File: src/rtl/result_uart_tx_pkg.sv
// Shared definitions for the result UART transmitter: FSM encoding and default bit period.
package result_uart_tx_pkg;

    typedef enum logic [1:0] {
        StIdle  = 2'd0,
        StStart = 2'd1,
        StData  = 2'd2,
        StStop  = 2'd3
    } tx_state_e;

    localparam int unsigned DEFAULT_CLK_DIV = 434;
    localparam int unsigned BAUD_CNT_W      = 16;

endpackage

File: src/rtl/result_uart_tx_if.sv
// Byte handshake between the result mux (master) and the UART transmitter (slave).
interface result_uart_tx_if;

    logic [7:0] data_in;
    logic       data_valid;
    logic       data_ready;

    modport master (output data_in, output data_valid, input data_ready);
    modport slave  (input data_in, input data_valid, output data_ready);

endinterface

File: src/rtl/result_uart_tx_byte_fifo.sv
// Small byte FIFO with extra-MSB pointers; the head entry is always visible on dout.
module result_uart_tx_byte_fifo #(
    parameter int unsigned FIFO_LOG2 = 2
) (
    input  logic       clk,
    input  logic       reset,
    input  logic       push,
    input  logic [7:0] din,
    input  logic       pop,
    output logic [7:0] dout,
    output logic       full,
    output logic       empty
);

    localparam int unsigned DEPTH = 2 ** FIFO_LOG2;

    logic [7:0]         r_mem [DEPTH];
    logic [FIFO_LOG2:0] r_wr_ptr;
    logic [FIFO_LOG2:0] r_rd_ptr;
    logic               w_do_push;
    logic               w_do_pop;

    assign full  = (r_wr_ptr[FIFO_LOG2] != r_rd_ptr[FIFO_LOG2]) &&
                   (r_wr_ptr[FIFO_LOG2-1:0] == r_rd_ptr[FIFO_LOG2-1:0]);
    assign empty = (r_wr_ptr == r_rd_ptr);

    // Full is judged on registered pointers, so a same-cycle pop never admits a push.
    assign w_do_push = push && !full;
    assign w_do_pop  = pop && !empty;

    always_ff @(posedge clk or posedge reset) begin
        if (reset) begin
            r_wr_ptr <= '0;
            r_rd_ptr <= '0;
        end else begin
            if (w_do_push) r_wr_ptr <= r_wr_ptr + 1'b1;
            if (w_do_pop)  r_rd_ptr <= r_rd_ptr + 1'b1;
        end
    end

    always_ff @(posedge clk) begin
        if (w_do_push) r_mem[r_wr_ptr[FIFO_LOG2-1:0]] <= din;
    end

    assign dout = r_mem[r_rd_ptr[FIFO_LOG2-1:0]];

endmodule

File: src/rtl/result_uart_tx.sv
// UART 8N1 transmitter for datapath result bytes, fed through a small FIFO.
module result_uart_tx
    import result_uart_tx_pkg::*;
#(
    parameter int unsigned CLK_DIV   = DEFAULT_CLK_DIV,
    parameter int unsigned FIFO_LOG2 = 2
) (
    input  logic               clk,
    input  logic               reset,
    result_uart_tx_if.slave    bus,
    output logic               tx,
    output logic               busy,
    output logic               overflow
);

    localparam logic [BAUD_CNT_W-1:0] BAUD_LAST = BAUD_CNT_W'(CLK_DIV - 1);

    tx_state_e             r_state, w_state_d;
    logic [BAUD_CNT_W-1:0] r_baud, w_baud_d;
    logic [2:0]            r_bit_idx, w_bit_idx_d;
    logic [7:0]            r_shreg, w_shreg_d;
    logic                  r_tx, w_tx_d;
    logic                  r_overflow;
    logic                  w_fifo_full;
    logic                  w_fifo_empty;
    logic                  w_pop;
    logic [7:0]            w_fifo_dout;
    logic                  w_baud_done;

    result_uart_tx_byte_fifo #(
        .FIFO_LOG2 (FIFO_LOG2)
    ) u_fifo (
        .clk   (clk),
        .reset (reset),
        .push  (bus.data_valid),
        .din   (bus.data_in),
        .pop   (w_pop),
        .dout  (w_fifo_dout),
        .full  (w_fifo_full),
        .empty (w_fifo_empty)
    );

    assign bus.data_ready = !w_fifo_full;
    assign w_baud_done    = (r_baud == BAUD_LAST);

    always_comb begin
        w_state_d   = r_state;
        w_shreg_d   = r_shreg;
        w_bit_idx_d = r_bit_idx;
        w_pop       = 1'b0;
        w_tx_d      = 1'b1;
        unique case (r_state)
            StIdle: begin
                if (!w_fifo_empty) begin
                    w_pop     = 1'b1;
                    w_shreg_d = w_fifo_dout;
                    w_state_d = StStart;
                end
            end
            StStart: begin
                w_tx_d = 1'b0;
                if (w_baud_done) begin
                    w_state_d   = StData;
                    w_bit_idx_d = '0;
                end
            end
            StData: begin
                w_tx_d = r_shreg[0];
                if (w_baud_done) begin
                    w_shreg_d   = {1'b0, r_shreg[7:1]};
                    w_bit_idx_d = r_bit_idx + 3'd1;
                    if (r_bit_idx == 3'd7) w_state_d = StStop;
                end
            end
            StStop: begin
                // Chain straight into the next start bit when more data is queued.
                if (w_baud_done) begin
                    if (!w_fifo_empty) begin
                        w_pop     = 1'b1;
                        w_shreg_d = w_fifo_dout;
                        w_state_d = StStart;
                    end else begin
                        w_state_d = StIdle;
                    end
                end
            end
            default: w_state_d = StIdle;
        endcase

        if (r_state == StIdle || w_state_d != r_state || w_baud_done) begin
            w_baud_d = '0;
        end else begin
            w_baud_d = r_baud + 1'b1;
        end
    end

    always_ff @(posedge clk or posedge reset) begin
        if (reset) begin
            r_state    <= StIdle;
            r_baud     <= '0;
            r_bit_idx  <= '0;
            r_shreg    <= '0;
            r_tx       <= 1'b1;
            r_overflow <= 1'b0;
        end else begin
            r_state   <= w_state_d;
            r_baud    <= w_baud_d;
            r_bit_idx <= w_bit_idx_d;
            r_shreg   <= w_shreg_d;
            r_tx      <= w_tx_d;
            if (bus.data_valid && !bus.data_ready) r_overflow <= 1'b1;
        end
    end

    assign tx       = r_tx;
    assign overflow = r_overflow;
    assign busy     = (r_state != StIdle) || !w_fifo_empty;

endmodule

File: src/flat_wrapper.sv
// flat-port wrapper written by rule: the top's interface ports become plain ports
module result_uart_tx_flat import result_uart_tx_pkg::*;
#(
    parameter int unsigned CLK_DIV   = DEFAULT_CLK_DIV,
    parameter int unsigned FIFO_LOG2 = 2
)
  (clk, reset, tx, busy, overflow, bus_data_in, bus_data_valid, bus_data_ready);
  result_uart_tx_if bus_i ();
  input  logic clk;
  input  logic reset;
  output logic tx;
  output logic busy;
  output logic overflow;
  input wire logic [$bits(bus_i.data_in)-1:0] bus_data_in;
  input wire logic [$bits(bus_i.data_valid)-1:0] bus_data_valid;
  output wire logic [$bits(bus_i.data_ready)-1:0] bus_data_ready;
  assign bus_i.data_in = bus_data_in;
  assign bus_i.data_valid = bus_data_valid;
  assign bus_data_ready = bus_i.data_ready;
  result_uart_tx #(.CLK_DIV(CLK_DIV), .FIFO_LOG2(FIFO_LOG2)) u_core (.clk(clk), .reset(reset), .bus(bus_i), .tx(tx), .busy(busy), .overflow(overflow));
endmodule
File: config.mk
export PLATFORM = sky130hd
export DESIGN_NAME = result_uart_tx_flat
export DESIGN_NICKNAME = d
export VERILOG_FILES = /design/src/rtl/result_uart_tx_pkg.sv /design/src/rtl/result_uart_tx_if.sv /design/src/rtl/result_uart_tx_byte_fifo.sv /design/src/rtl/result_uart_tx.sv /design/src/flat_wrapper.sv
export SDC_FILE = /design/constraint.sdc
export NUM_CORES = 1
export LEC_CHECK = 0
export ABC_CLOCK_PERIOD_IN_PS = 2800
export BUFFER_PORTS_ARGS = -buffer_cell sky130_fd_sc_hd__buf_4
export CAP_MARGIN = 20
export CORE_UTILIZATION = 30
export CTS_CLUSTER_SIZE = 14
export DETAILED_ROUTE_END_ITERATION = 6
export PLACE_DENSITY = 0.53
export SETUP_SLACK_MARGIN = 0.1
export SLEW_MARGIN = 10
export SYNTH_ARGS = -nofsm -noshare
export SYNTH_HDL_FRONTEND = slang
export SYNTH_SLANG_ARGS = --single-unit
File: constraint.sdc
create_clock -name clk -period 2.8 [get_ports clk]
set_clock_uncertainty 0.1 [all_clocks]
set_input_delay 0.28 -clock clk [delete_from_list [all_inputs] [get_ports clk]]
set_output_delay 0.28 -clock clk [all_outputs]
set_load 0.02 [all_outputs]
Word-level counts from Yosys, hierarchy flattened
Memory sizes are Yosys's and may differ from the RTL's.
Index checks and enable logic that the tools add are counted.
{"block": "classes", "addsub": 4, "eq_ne": 12, "mul": 0, "n_reduce_logical": 15, "n_lt_le_gt_ge": 0, "n_div": 0, "bitwise_logic": 0, "shift": 0, "mux": 21}
{"cell": "8-bit two-way mux", "n": 3}
{"cell": "8-bit case mux with 3 select lines", "n": 1}
{"cell": "16-bit by 1-bit adder with 16-bit output, second input constant", "n": 1}
{"cell": "16-bit by 9-bit equality test with 1-bit output, second input constant", "n": 1}
{"cell": "16-bit two-way mux", "n": 1}
{"cell": "2-bit two-way mux", "n": 5}
{"cell": "3-bit by 1-bit adder with 3-bit output, second input constant", "n": 3}
{"cell": "2-bit case mux with 4 select lines", "n": 1}
{"cell": "3-bit two-way mux", "n": 2}
{"cell": "2-bit by 1-bit inequality test with 1-bit output, second input constant", "n": 3}
{"cell": "3-bit case mux with 2 select lines", "n": 1}
{"cell": "3-bit AND reduction", "n": 2}
{"cell": "1-bit two-way mux", "n": 5}
{"cell": "2-bit equality test, second input constant", "n": 2}
{"cell": "1-bit logical AND", "n": 4}
{"cell": "1-bit case mux with 2 select lines", "n": 2}
{"cell": "2-bit nonzero test", "n": 2}
{"cell": "3-bit equality test", "n": 1}
{"cell": "3-bit equality test, second input constant", "n": 1}
{"cell": "1-bit logical OR", "n": 3}
{"cell": "3-bit nonzero test", "n": 1}
{"cell": "2-bit by 1-bit equality test with 1-bit output, second input constant", "n": 1}
{"cell": "2-bit equality test", "n": 1}
{"cell": "1-bit zero test", "n": 2}
{"cell": "other kinds (3)", "n": 3}
{"block": "word_totals", "mem_bits_ro": 0, "mem_bits_rw": 32, "latchBits": 0, "register_bits": 37, "n_memories": 1, "word_cells": 61}
{"name": "u_core.u_fifo.r_mem", "words": 4, "width": 8, "rd": 1, "rd_ports_with_merged_regs": 0, "write_ports": 1, "line_no": "result_uart_tx_byte_fifo.sv:17", "rtl": "logic [7:0] r_mem [DEPTH];"}

Depth between registers and ports, before layout
Gate-level depths: netlist of the first run.
{"block": "depth", "ltp_word": 8, "depth_mapped": 9, "mapped_depth_nobuf": 6}

Hierarchy
Synthesis of the first run repeated with hierarchy kept, for this count alone.
{"block": "hier_totals", "hier_cells": 272, "hier_area_um2": 3389.5}
{"module": "result_uart_tx", "seq_area_each_um2": 777.0, "area_each_um2": 1710.4, "cells_each": 181, "n_inst": 1}
{"module": "result_uart_tx_byte_fifo", "seq_area_each_um2": 1111.1, "area_each_um2": 1679.1, "cells_each": 91, "n_inst": 1}

Worst setup path after synthesis of the first run
No wires, ideal clock.
{"block": "synth_path", "path_kind": "flip-flop to flip-flop", "start": "register u_core.r_state[0]", "end": "register u_core.r_baud[5]", "stages_incl_launch_ff": 10, "n_path_buf": 3, "setup_ns": 0.122, "t_arrival_ns": 1.944, "synth_period_minus_slack_ns": 2.165, "setup_slack_ns": 0.635, "cell_sequence": "dfrtp_1 > inv_1 > ha_1 > buf_4 > or2_2 > buf_4 > o32ai_1 > a2111o_2 > buf_8 > nor2_4"}
{"block": "synth_via", "elab_chain_cells": 7, "elab_cells_between_ends": 14, "cone_classes": "eq/ne: 4; mux: 7; reduce/logical: 3"}
{"item": "start, declared", "line_no": "result_uart_tx.sv:18", "rtl": "tx_state_e r_state, w_state_d;"}
{"item": "start signal, assigned", "line_no": "result_uart_tx.sv:99", "rtl": "r_state <= StIdle;"}
{"item": "start signal, assigned", "line_no": "result_uart_tx.sv:106", "rtl": "r_state <= w_state_d;"}
{"item": "2-bit two-way mux", "line_no": "result_uart_tx.sv:72", "rtl": "if (r_bit_idx == 3'd7) w_state_d = StStop;"}
{"item": "2-bit two-way mux", "line_no": "result_uart_tx.sv:69", "rtl": "if (w_baud_done) begin"}
{"item": "2-bit case mux with 4 select lines", "line_no": "result_uart_tx.sv:52", "rtl": "unique case (r_state)"}
{"item": "2-bit inequality test", "line_no": "result_uart_tx.sv:90", "rtl": "if (r_state == StIdle || w_state_d != r_state || w_baud_done) begin"}
{"item": "1-bit logical OR (*) (2 in a row)", "line_no": "result_uart_tx.sv:90"}
{"item": "16-bit two-way mux (*)", "line_no": "result_uart_tx.sv:90"}
{"item": "named net u_core.w_baud_d[5]", "line_no": "result_uart_tx.sv:19", "rtl": "logic [BAUD_CNT_W-1:0] r_baud, w_baud_d;"}
{"item": "end signal, assigned", "line_no": "result_uart_tx.sv:107", "rtl": "r_baud <= w_baud_d;"}
{"item": "end, declared", "line_no": "result_uart_tx.sv:19"}
The timed path passes the listed nets; every way through them passes the cells marked *.
A chain may end at the register's enable or synchronous reset.

Worst setup path after layout of the first run
{"block": "layout_path", "start": "register u_core.r_state[0]", "end": "register u_core.r_baud[13]"}
The elaborated chain is that of the path after synthesis.

==> results.yml, run 1 <==
grt:
  grt_usage_pct: 11.9
  grt_overflow: 0
  grt_max_degree: 38
  antenna_found_initial: 0
  grt_pass1_wl_um: 10700
  first_global_vias: 2041
setup_path:
  crit_chain: "inv_1 -> ha_1 -> or2_2 -> o32ai_1 -> a2111o_2 -> a21oi_1"
  crit_type: "register to register"
  start_kind: "register"
  arrival_ns: 2.57
  cp_data_required_time_ns: 2.93
  critPathMaxFanout: 16
  cpMaxStageDelayCell: "a2111o_2"
  slowest_delay_ns: 0.69
  worstSetupEndpointType: "register"
run:
  maxCapViolCount: 0
sta:
  hold_violations: 17
  rsz0062_at_grt: "false"
  finalCriticalPeriod_ns: 2.43
  worst_pin_slew_ns: 0.518
  setup_tns_ns: 0
  relSlewSlack_pct: 65.4
  max_freq_mhz: 411
  drv_slew: 0
  setup_violations: 0
  post-route-period-util_pct: 86.9
  hold_ws_ns: -0.0200
placed_design:
  dp_hpwl_um: 4230
  gp_congestion: 0.747
  port_buffers: 14
cts:
  htreeDepth: 3
  clk_latency_ns: 0.32
  max-clock-path-buffers: 2
  numCtsBuffers: 9
  cts_tree: "built"
  clock_sinks: 69
  cts_setup_buffers: 0
  cts-root-buf: "clkbuf_16"
  cts.repair.resized: 0
  cts_hold_repair.buffers: 0
  clk_pin_slew_ns: 0.06
worst_hold_path:
  hold_class: "primary input to asynchronous set/reset pin"
logic_synthesis:
  seq_area_frac_synth_pct: 55.7
  syn_inst: 265
  ys_seq_elements: 69
  synth_cell_type_count: 48
  synthesis.area_um2: 3390
  syn-num-nets: 290
  avgSynthCellArea_um2: 12.8
  async_flop_share_pct: 53.6
  synth_edf_count: 32
  synth_ff_type: "dfrtp_1"
  synth_warnings: 0
pwr:
  power_mw: 3.92
  power.density_nw_per_um2: 1000
  ir_drop_uv: 571
  total_leakage_power_nw: 1.49
die:
  core-area_um2: 10900
  rows: 38
  start_util_pct: 31.0
  die-width_um: 108
  ioPinCount: 15
  die_area_um2: 11700
  die_y_um: 108
final_layout:
  diodes: 0
  nets: 309
  syn2layout_area_growth_pct: 15.7
  final_core_util_pct: 35.8
  final_cell_mix: "dfrtp_1, edfxtp_1, buf_4, nor3_1, nor2_1"
  drive_above_1_share_pct: 19.7
  layout_commonest_cell: "dfrtp_1"
detailed_routing:
  drt_first_pass_iters: 4
  routed_wl_um: 6270
  vias_per_cell: 4.88
  ant_nets: 0
  vias: 2092
  drtIter0Drc: 95
  wl_per_cell_um: 14.6
  route.detailed.drc: 0
outcome:
  status: "finished with violations"
  violations: "negative hold slack"
-- registers in the layout, summed over array words and instances (netlist names) --
register                flops
u_core.overflow             1
u_core.r_baud              16
u_core.u_fifo.r_mem        32
u_core.tx                   1
u_core.u_fifo.r_wr_ptr      3
u_core.r_shreg              8
u_core.u_fifo.r_rd_ptr      3
u_core.r_bit_idx            3
u_core.r_state              2
-- kinds of logic (layout without fill, tap and decap cells) --
group,Yosys count,count (layout),share of synthesized area (%)
compound gates,36,36,7.46
xor+xnor,19,19,6.24
fa+ha+maj,14,14,5.17
buf+inv,22,46,3.62
flops,69,69,55.7
mux,9,9,6.32
simple gates,96,96,15.4
-- report_power, final --
part,switching [mW],internal [mW],total (mW)
Sequential,0.167,1.33,1.50
Clock,0.466,0.618,1.08
Combinational,0.755,0.583,1.34
Total,1.39,2.53,3.92
-- per-layer routing --
| layer | track usage (%) | share of wire (%) | vias up | wire [um] |
|---|---|---|---|---|
| li1 | - | - | 1039 | - |
| met1 | 17.0 | 50 | 1018 | 3150 |
| met2 | 18.1 | 46 | 33 | 2900 |
| met3 | 2.41 | 2.6 | 2 | 164 |
| met4 | 3.76 | 0.86 | 0 | 54 |
| met5 | 0 | 0 | - | 0 |
-- cells in the mapped netlist (4+ instances only) --
cell type / count / area share [%]
a2111oi_0: 7 / 1.8
a21oi_1: 6 / 0.89
and2_1: 6 / 1.1
clkbuf_1: 5 / 0.55
dfrtp_1: 36 / 27
edfxtp_1: 32 / 28
ha_1: 14 / 5.2
inv_1: 9 / 1.0
mux4_1: 6 / 4.7
nand2_1: 10 / 1.1
nand3_1: 11 / 1.6
nand4_1: 6 / 1.1
nor2_1: 15 / 1.7
nor2_2: 9 / 1.7
nor3_1: 17 / 2.5
nor4_1: 8 / 1.5
o21ai_0: 8 / 1.2
xnor2_1: 4 / 1.0
xor2_1: 12 / 3.1
-- final timing paths --
| path | start | to | slack, ns | depth (start not counted) |
|---|---|---|---|---|
| worst max-delay path | u_core.r_state[0]$_DFF_PP0_ | u_core.r_baud[13]$_DFF_PP0_ | 0.37 | 6 |
| worst min-delay path | reset | u_core.r_baud[6]$_DFF_PP0_ | -0.02 | 3 |
| worst max register to register | u_core.r_state[0]$_DFF_PP0_ | u_core.r_baud[13]$_DFF_PP0_ | 0.37 | 6 |
| worst min register to register | u_core.overflow$_DFFE_PP0P_ | u_core.overflow$_DFFE_PP0P_ | 0.38 | 1 |
| max in group asynchronous | reset | u_core.tx$_DFF_PP1_ | 2.24 | 3 |
| min in group clk | bus_data_in[4] | u_core.u_fifo.r_mem[3][4]$_DFFE_PP_ | 0.05 | 1 |
-- critical path: cells and delay by family (launching register included) --
kind	cells	cell delay, ns
simple gates	1	0.29
compound gates	3	1.01
buf+inv	1	0.14
fa+ha+maj	1	0.37
flops	1	0.43
-- stage by stage --
step	hold slack, ns	setup slack, ns	area (um2)	std cells
floorplan	0.279	0.635	3390	265
global placement	0.350	0.457	3630	413
detailed placement	0.349	0.388	3630	413
CTS	0.00887	0.362	3920	429
global route	0.0321	0.181	3920	429
finish	-0.0200	0.366	3920	429
-- area by class of cell --
type,count,area [um2]
Clock inverter,7,62.6
Multi-Input combinational cell,174,1380
Timing Repair Buffer,21,158
Tap cell,140,175
Inverter,9,33.8
Clock buffer,9,225
Fill cell,1082,7020
Sequential cell,69,1890
(Power assumes the default switching activity.)
==> inputs of run 2 (changes only) <==
PLACE_DENSITY = unset   (was 0.53)
==> results.yml, run 2 (synthesis results as in run 1) <==
detailed_routing:
  drt_first_pass_iters: 4
  wl_per_cell_um: 14.7
  routed_wl_um: 6330
  vias_per_cell: 5.01
  vias: 2153
  ant_nets: 0
  drtIter0Drc: 233
  route.detailed.drc: 0
grt:
  grt_pass1_wl_um: 10700
  globalRoute.busiestLayer: "met2"
  grtUsageMet2_pct: 19.7
  grt_max_degree: 21
  met3_usage_pct: 3.25
  grt_usage_pct: 12.3
  grt_overflow: 0
  first_global_vias: 2194
  antenna_found_initial: 0
  use_met1_pct: 15.2
final_layout:
  final_core_util_pct: 35.9
  drive_above_1_share_pct: 19.7
  diodes: 0
  nets: 310
  largest_reg_flops: 32
  final_area_um2: 3930
  syn2layout_area_growth_pct: 16.1
  final_cells: 430
  final_cell_mix: "dfrtp_1, edfxtp_1, buf_4, nor3_1, nor2_1"
  seqCellArea_um2: 1890
  multiInputGateArea_um2: 1380
  layout_commonest_cell: "dfrtp_1"
  nFillCells: 1059
sta:
  relSlewSlack_pct: 59.1
  hold_violations: 0
  setup_tns_ns: 0
  rsz0062_at_grt: "false"
  finalCriticalPeriod_ns: 2.44
  setup_violations: 0
  post-route-period-util_pct: 87.0
  max_freq_mhz: 411
  worst_pin_slew_ns: 0.612
  drv_slew: 0
die:
  core-area_um2: 10900
  rows: 38
  ioPinCount: 15
  die_y_um: 108
  die-width_um: 108
  die_area_um2: 11700
  start_util_pct: 31.0
cts:
  htreeDepth: 3
  clk_latency_ns: 0.34
  cts-root-buf: "clkbuf_16"
  clk_pin_slew_ns: 0.06
  cts_tree: "built"
  clock_sinks: 69
  numCtsBuffers: 9
  max-clock-path-buffers: 2
setup_path:
  r2r-start: "u_core.r_state[0]$_DFF_PP0_"
  start_kind: "register"
  critPathLaunch: "u_core.r_state[0]$_DFF_PP0_"
  crit_type: "register to register"
  arrival_ns: 2.54
  critPathMaxFanout: 16
  worstSetupEndpointType: "register"
  cp_data_required_time_ns: 2.90
placed_design:
  post_dp_cell_area_um2: 3630
  dp.cells: 413
  port_buffers: 14
  gp_congestion: 0.796
  dp_hpwl_um: 4180
outcome:
  status: "completed"
pwr:
  ir_drop_uv: 379
  power.density_nw_per_um2: 1000
  total_leakage_power_nw: 1.50
  power_mw: 3.94
run:
  maxCapViolCount: 0
worst_hold_path:
  hold_class: "primary input to register"
  worstHoldStart: "bus_data_in[4]"
-- run 2: where the power goes --
part | switching, mW | leakage, nW | internal (mW) | total (mW)
Combinational | 0.735 | 0.596 | 0.576 | 1.31
Sequential | 0.195 | 0.764 | 1.33 | 1.52
Clock | 0.485 | 0.140 | 0.621 | 1.11
Total | 1.41 | 1.50 | 2.53 | 3.94
-- run 2: stage by stage --
| stage | worst slack (ns) | hold slack, ns |
|---|---|---|
| 4_1_cts | 0.359 | 0.0341 |
| 2_1_floorplan | 0.635 | 0.279 |
| 5_1_grt | 0.234 | 0.0296 |
| 3_5_place_dp | 0.375 | 0.188 |
| 6_report | 0.364 | 0.0404 |
| 3_3_place_gp | 0.440 | 0.180 |
-- run 2: cell type report --
class	instances	share of cell area (%)
clock buffers	9	5.73
inverters	9	0.859
clock inverters	7	1.65
repair buffers	22	4.26
flip-flops and latches	69	48.0
multi-input cells	174	35.0
well taps	140	4.46
-- run 2: path summary, 6_finish.rpt --
path                                                        to  slack (ns)  depth (start not counted)
max                                 u_core.r_baud[4]$_DFF_PP0_        0.36                          6
min                        u_core.u_fifo.r_mem[3][4]$_DFFE_PP_        0.04                          1
max reg2reg                         u_core.r_baud[4]$_DFF_PP0_        0.36                          6
min reg2reg                        u_core.overflow$_DFFE_PP0P_        0.37                          1
max in group asynchronous                  u_core.tx$_DFF_PP1_        1.60                          4
min in group asynchronous          u_core.r_baud[13]$_DFF_PP0_        0.37                          3
-- run 2: timing repair --
| item | 4_1_cts | 5_1_grt |
|---|---|---|
| gates resized for setup | 0 | 0 |
| hold endpoints to repair | 8 | 0 |
| hold buffers | 1 | 0 |
| buffers inserted | 0 | 0 |
| setup endpoints to repair | 0 | 0 |
-- run 2: worst max-delay path, cell delays in order, from the launching register on --
cell      delay, ns
dfrtp_1        0.44
inv_1          0.12
ha_1           0.32
or2_2          0.41
o32ai_1        0.34
a2111o_2       0.47
nor2_1         0.10
-- run 2: per-layer routing --
metal  part of all wire, %  vias to the layer above
li1                      -                     1038
met1                    47                     1070
met2                    48                       38
met3                   3.2                        7
met4                   1.8                        0
met5                     0                        -
